File: config.mk
export PLATFORM = sky130hd
export DESIGN_NAME = serialiser
export DESIGN_NICKNAME = d
export VERILOG_FILES = /design/src/rtl/serialiser_pkg.sv /design/src/rtl/serialiser_clockgen.sv /design/src/rtl/serialiser.sv
export SDC_FILE = /design/constraint.sdc
export NUM_CORES = 1
export LEC_CHECK = 0
export ABC_AREA = 1
export CORE_MARGIN = 2
export CORE_UTILIZATION = 25
export CTS_CLUSTER_SIZE = 25
export DETAILED_ROUTE_END_ITERATION = 8
export HOLD_SLACK_MARGIN = 0.1
export SETUP_SLACK_MARGIN = 0.3
export SLEW_MARGIN = 20
export SYNTH_ARGS = -nofsm -noshare
export SYNTH_HDL_FRONTEND = slang
export SYNTH_SLANG_ARGS = --single-unit
File: constraint.sdc
create_clock -name clock -period 2.15 [get_ports clock]
set_input_delay 0.645 -clock clock [delete_from_list [all_inputs] [get_ports clock]]
set_output_delay 0.645 -clock clock [all_outputs]
set_load 0.005 [all_outputs]
File: src/rtl/serialiser_pkg.sv
// serialiser_pkg: shared state encoding, parity constants and counter sizing.
// Optional feature macro: SERIALISER_PARITY_EN.  Rev 1.0
`default_nettype none

package serialiser_pkg;

`ifdef SERIALISER_PARITY_EN
    typedef enum logic [1:0] {IDLE = 2'd0, SHIFT = 2'd1, PARITY = 2'd2} state_t;
    localparam int PARITY_BITS = 1;
`else
    typedef enum logic [0:0] {IDLE = 1'b0, SHIFT = 1'b1} state_t;
    localparam int PARITY_BITS = 0;
`endif

    function automatic int word_bits(input int data_width);
        return data_width + PARITY_BITS;
    endfunction

    function automatic int cnt_width(input int wbits);
        return $clog2(wbits + 1);
    endfunction

endpackage

`default_nettype wire

File: src/rtl/serialiser_clockgen.sv
// serialiser_clockgen: phase counter, period-boundary shadow controls, slow clock and launch tick.
// Rev 1.0
`default_nettype none

module serialiser_clockgen
    import serialiser_pkg::*;
#(
    parameter int HP_WIDTH = 4
) (
    input  logic                clock,
    input  logic                reset,
    input  logic [HP_WIDTH-1:0] half_period,
    input  logic [HP_WIDTH-1:0] delay,
    output logic                ser_clock_out,
    output logic                tick
);

    localparam int PW = HP_WIDTH + 1;

    logic [PW-1:0]       phase;
    logic [PW-1:0]       phase_next;
    logic [PW-1:0]       last_phase;
    logic [PW-1:0]       new_last;
    logic [HP_WIDTH-1:0] hp_s;
    logic [HP_WIDTH-1:0] dly_s;
    logic [HP_WIDTH-1:0] dly_new;

    assign last_phase = {hp_s, 1'b1};
    assign phase_next = (phase == last_phase) ? '0 : phase + PW'(1);

    // A launch delay beyond the period would never tick; clamp to the last phase.
    assign new_last = {half_period, 1'b1};
    assign dly_new  = ({1'b0, delay} > new_last) ? new_last[HP_WIDTH-1:0] : delay;

    assign tick = (phase_next == {1'b0, dly_s});

    always_ff @(posedge clock or negedge reset) begin
        if (!reset) begin
            phase         <= '0;
            hp_s          <= '1;
            dly_s         <= '0;
            ser_clock_out <= 1'b0;
        end else begin
            phase         <= phase_next;
            ser_clock_out <= (phase_next <= {1'b0, hp_s});
            if (phase_next == '0) begin
                hp_s  <= half_period;
                dly_s <= dly_new;
            end
        end
    end

endmodule

`default_nettype wire

File: src/rtl/serialiser.sv
// serialiser: one-word buffered parallel-to-serial transmitter with generated slow clock.
// Optional even parity bit per word under SERIALISER_PARITY_EN.  Rev 1.0
`default_nettype none

module serialiser
    import serialiser_pkg::*;
#(
    parameter int DATA_WIDTH = 32,
    parameter int HP_WIDTH   = 4
) (
    input  logic                  clock,
    input  logic                  reset,
    input  logic [HP_WIDTH-1:0]   half_period,
    input  logic [HP_WIDTH-1:0]   delay,
    input  logic [DATA_WIDTH-1:0] word_in,
    input  logic                  word_valid,
    output logic                  word_ready,
    output logic                  ser_clock_out,
    output logic                  ser_data_out,
    output logic                  busy,
    output logic                  underrun
);

    localparam int               CW       = cnt_width(word_bits(DATA_WIDTH));
    localparam logic [CW-1:0]    LAST_BIT = CW'(DATA_WIDTH);

    logic                  tick;
    state_t                state;
    logic [DATA_WIDTH-1:0] hold_word;
    logic [DATA_WIDTH-1:0] shreg;
    logic                  buf_full;
    logic [CW-1:0]         bit_cnt;
    logic                  accept;
    logic                  word_end;
    logic                  drain;
    logic                  buf_full_next;
`ifdef SERIALISER_PARITY_EN
    logic                  parity;
`endif

    serialiser_clockgen #(
        .HP_WIDTH      (HP_WIDTH)
    ) u_clockgen (
        .clock         (clock),
        .reset         (reset),
        .half_period   (half_period),
        .delay         (delay),
        .ser_clock_out (ser_clock_out),
        .tick          (tick)
    );

    assign accept = word_valid & word_ready;
`ifdef SERIALISER_PARITY_EN
    assign word_end = (state == PARITY);
`else
    assign word_end = (state == SHIFT) && (bit_cnt == LAST_BIT);
`endif
    assign drain         = tick & buf_full & ((state == IDLE) | word_end);
    assign buf_full_next = accept | (buf_full & ~drain);
    assign busy          = (state != IDLE) | buf_full;

    always_ff @(posedge clock or negedge reset) begin
        if (!reset) begin
            state        <= IDLE;
            hold_word    <= '0;
            shreg        <= '0;
            buf_full     <= 1'b0;
            bit_cnt      <= '0;
            word_ready   <= 1'b0;
            ser_data_out <= 1'b0;
            underrun     <= 1'b0;
`ifdef SERIALISER_PARITY_EN
            parity       <= 1'b0;
`endif
        end else begin
            if (accept) begin
                hold_word <= word_in;
            end
            buf_full   <= buf_full_next;
            word_ready <= ~buf_full_next;

            if (tick) begin
                if (drain) begin
                    // Load straight from the buffer so consecutive words have no gap.
                    shreg        <= hold_word << 1;
                    ser_data_out <= hold_word[DATA_WIDTH-1];
                    bit_cnt      <= CW'(1);
                    state        <= SHIFT;
`ifdef SERIALISER_PARITY_EN
                    parity       <= ^hold_word;
`endif
                end else if (word_end) begin
                    ser_data_out <= 1'b0;
                    state        <= IDLE;
                    if (word_valid) begin
                        underrun <= 1'b1;
                    end
                end else if (state == SHIFT) begin
`ifdef SERIALISER_PARITY_EN
                    if (bit_cnt == LAST_BIT) begin
                        ser_data_out <= parity;
                        state        <= PARITY;
                    end else
`endif
                    begin
                        ser_data_out <= shreg[DATA_WIDTH-1];
                        shreg        <= shreg << 1;
                        bit_cnt      <= bit_cnt + CW'(1);
                    end
                end
            end
        end
    end

endmodule

`default_nettype wire
==> summary.txt <==
Worst setup path
  • Worst EP arrival: 2.32 ns
  • Max incr delay on CP: 0.54 ns
  • Slowest-stage cell, CP: dfstp_2
  • Critical path required time: around 2.4 ns
  • Maximum fanout along the worst path: 7
  • Critical path's most frequent cell: nand2_1
  • Crit end category: flop
  • Critical Setup Path Class: flop to flop
  • Worst path cell trace: buf_4, nand2_1, nand3_2, nor2_4, nand2_4, nand2_4, nand2_1, nand2_1, nor2_2, nand4_4, buf_6, nand2_1, nand2_1, nand2_1, nand2_1
  • Nature of the critical path startpoint: flop

STA
  • Slew Limit Fails: 0
  • Final setup viols: 0
  • Final Cycle Share: a little over nine tenths
  • Hold Violations, Final: 0
  • Max_slew headroom: 73.3%
  • WHS: 0.106 ns
  • Tmin final: 2.08 ns
  • RSZ-0062 raised after global routing: true
  • Worst Max-Slew Pin Slew: roughly 0.4 ns
  • Clk_skew: approximately 0.01 ns
  • F_max: around 480 MHz

Logic synthesis
  • Synth top area cells: dfrtp_1 (51%), nand2_1 (12%), mux2_2 (8.5%)
  • YS warnings: 0
  • Post-synth net total: 483
  • FFs w/ async S/R, synth: 100%
  • Post-synth EDFFs: 0
  • Cell Area, Synth: 4100 um2
  • Seq/Total Area, Yosys: 53.8%
  • Post-synth cell types: 31
  • Synth Register Bits: 88
  • Mean Syn Cell Area: between 9 and 10 um2
  • Mapped Cells: 430
  • Count leader, synth: nand2_1
  • Post-synth top area cell: dfrtp_1
  • Most frequent cells after synthesis: nand2_1 (135), dfrtp_1 (84), nand3_1 (44)
  • Top cell type's share of synthesized area: 51.2%
  • Most used DFF post-synth: dfrtp_1

Layout
  • # diodes: 0
  • Share of cells above drive strength 1: a little over a quarter
  • Area Overhead vs Synth: 38.2%
  • Fillers: 1,593
  • Non-filler cells, final: approximately 730
  • Layout Nets: around 570
  • Post-Route Utilization: 35.6%

Floorplanning
  • Die area: 17,500 um2
  • Initial core utilization: 25.7%
  • Die Wd: roughly 130 um
  • Row cnt: 46
  • Core area: 15,900 um2
  • Die height: 132 um
  • IO Pins: between 40 and 50

Placed design
  • Placed cells: 692
  • DP Wirelength: around 6.3 mm
  • Gpl congestion: roughly 0.86
  • Port bufs: 47

Drt
  • Via density: about 4.4
  • DRT iter0 DRCs: 128
  • Vias: 3,246
  • Avg WL per Cell: between 10 and 15 um
  • Drt total wl: 10.3 mm
  • Residual DRC: 0
  • Initial DRT Pass Iterations: 4
  • Post-route ant nets: 0

Global routing
  • Remaining Overflow, GRT: 0
  • Number of global-route vias before repair: 3,392
  • Total global-route track usage: 12.2%
  • Largest net degree at the start of global routing: 54
  • Global-route wire length before repair: 16.8 mm
  • Initial antenna violation count: 0

Power
  • VDD IR max: 394 uV
  • Pleak: 2.64 nW
  • Power per cell area: 1120 nW/um2

Clocking
  • CTS tree: built
  • Clk pin slew, worst setup/hold paths: about 0.07 ns
  • H-tree levels: 3
  • Cts bufs inserted: 9
  • CTS root buf: clkbuf_16
  • Worst-Skew Late Latency: 0.35 ns
  • Clock Path Buffers: 2
  • Total clock sinks: 88

Hold path
  • Worst min-delay path class: input pin to async pin

Outcome
  • Outcome: complete, no violations

Flow run
  • Max Cap Violations: 0
[worst paths after layout]
path / slack [ns] / from / end / depth (start not counted)
max: 0.07 / u_clockgen.hp_s[0] / ser_data_out / 15
min: 0.11 / reset / u_clockgen.dly_s[2] / 1
max reg2reg: 0.07 / u_clockgen.hp_s[0] / ser_data_out / 15
min reg2reg: 0.48 / hold_word[1] / shreg[2] / 2
max in group asynchronous: 1.40 / reset / u_clockgen.hp_s[1] / 2
min in group clock: 0.48 / hold_word[1] / shreg[2] / 2
[cell type report]
cell class / count / area [um2] / area share [%]
clock buffer: 9 / 225 / 3.97
sequential: 88 / 2210 / 39.0
tap: 216 / 270 / 4.77
inverter: 39 / 156 / 2.76
multi-input combinational: 295 / 1880 / 33.2
clock inverter: 7 / 63.8 / 1.13
timing repair buffer: 79 / 862 / 15.2
[sequential cells by signal, indices dropped and copies added (netlist names)]
name                      flops
u_clockgen.ser_clock_out      1
state                         1
u_clockgen.phase              5
bit_cnt                       6
buf_full                      1
word_ready                    1
underrun                      1
ser_data_out                  1
u_clockgen.hp_s               4
u_clockgen.dly_s              4
shreg                        31
hold_word                    32
[through the flow]
step / total power, mW / instance area, um2 / setup WS [ns] / setup TNS, ns
finish: 6.35 / 5670 / 0.0689 / 0
global route: 6.75 / 5670 / -0.0249 / -0.131
CTS: 6.03 / 5450 / 0.142 / 0
detailed placement: 4.19 / 4880 / -0.397 / -1.41
global placement: 4.10 / 4880 / -0.257 / -0.808
floorplan: 3.69 / 4110 / 0.297 / 0
[report_power, final]
part           total (mW)  internal [mW]  switching, mW
clock                1.53          0.807          0.722
sequential           2.35           2.08          0.264
combinational        2.47           1.09           1.39
total                6.35           3.98           2.37
[placed cells by master (no fill, tap or decap), drive strengths merged, types with 2 or more instances in the layout]
master         netlist  final
o211ai               2      2
clkinv               0      3
clkinvlp             0      2
nand4                4      4
nor2                19     19
nand3               44     44
dfstp                4      4
dlygate4sd2          0      6
buf                 10     31
nand2              141    141
xor2                 9      9
clkbuf               3     11
mux2                31     31
dfrtp               84     84
ha                  10     10
clkdlybuf4s50        0     37
nor3                 2      2
inv                 39     41
o21ai               18     23
a21oi                6      6
dlymetal6s2s         0      2
[cells by family after synthesis]
logic type	share of synthesized area (%)
simple gates	22.3
xor+xnor	1.92
compound gates	4.30
fa+ha+maj	3.05
flops	53.8
mux	8.51
buf+inv	6.16
[critical path, delay by kind of cell, from the launching register on]
kind / cells / cell delay, ns
and+or+nand+nor: 13 / 1.15
DFF: 1 / 0.54
buffers and inverters: 2 / 0.27
[layer usage]
metal	global-route usage (%)	wire [um]	up-vias
li1	-	-	1560
met1	15.2	4670	1601
met2	20.3	5020	61
met3	1.69	260	24
met4	6.64	368	0
met5	0	0	-
[timing repair]
item                       in CTS  in global routing
setup buffers                  13                  3
cloned                          6                  3
hold buffers                    0                  0
gates resized for setup        35                 43
pin swaps                      19                 17
setup endpoints to repair      49                 53
Note: power is estimated with default switching activity, not from simulation.
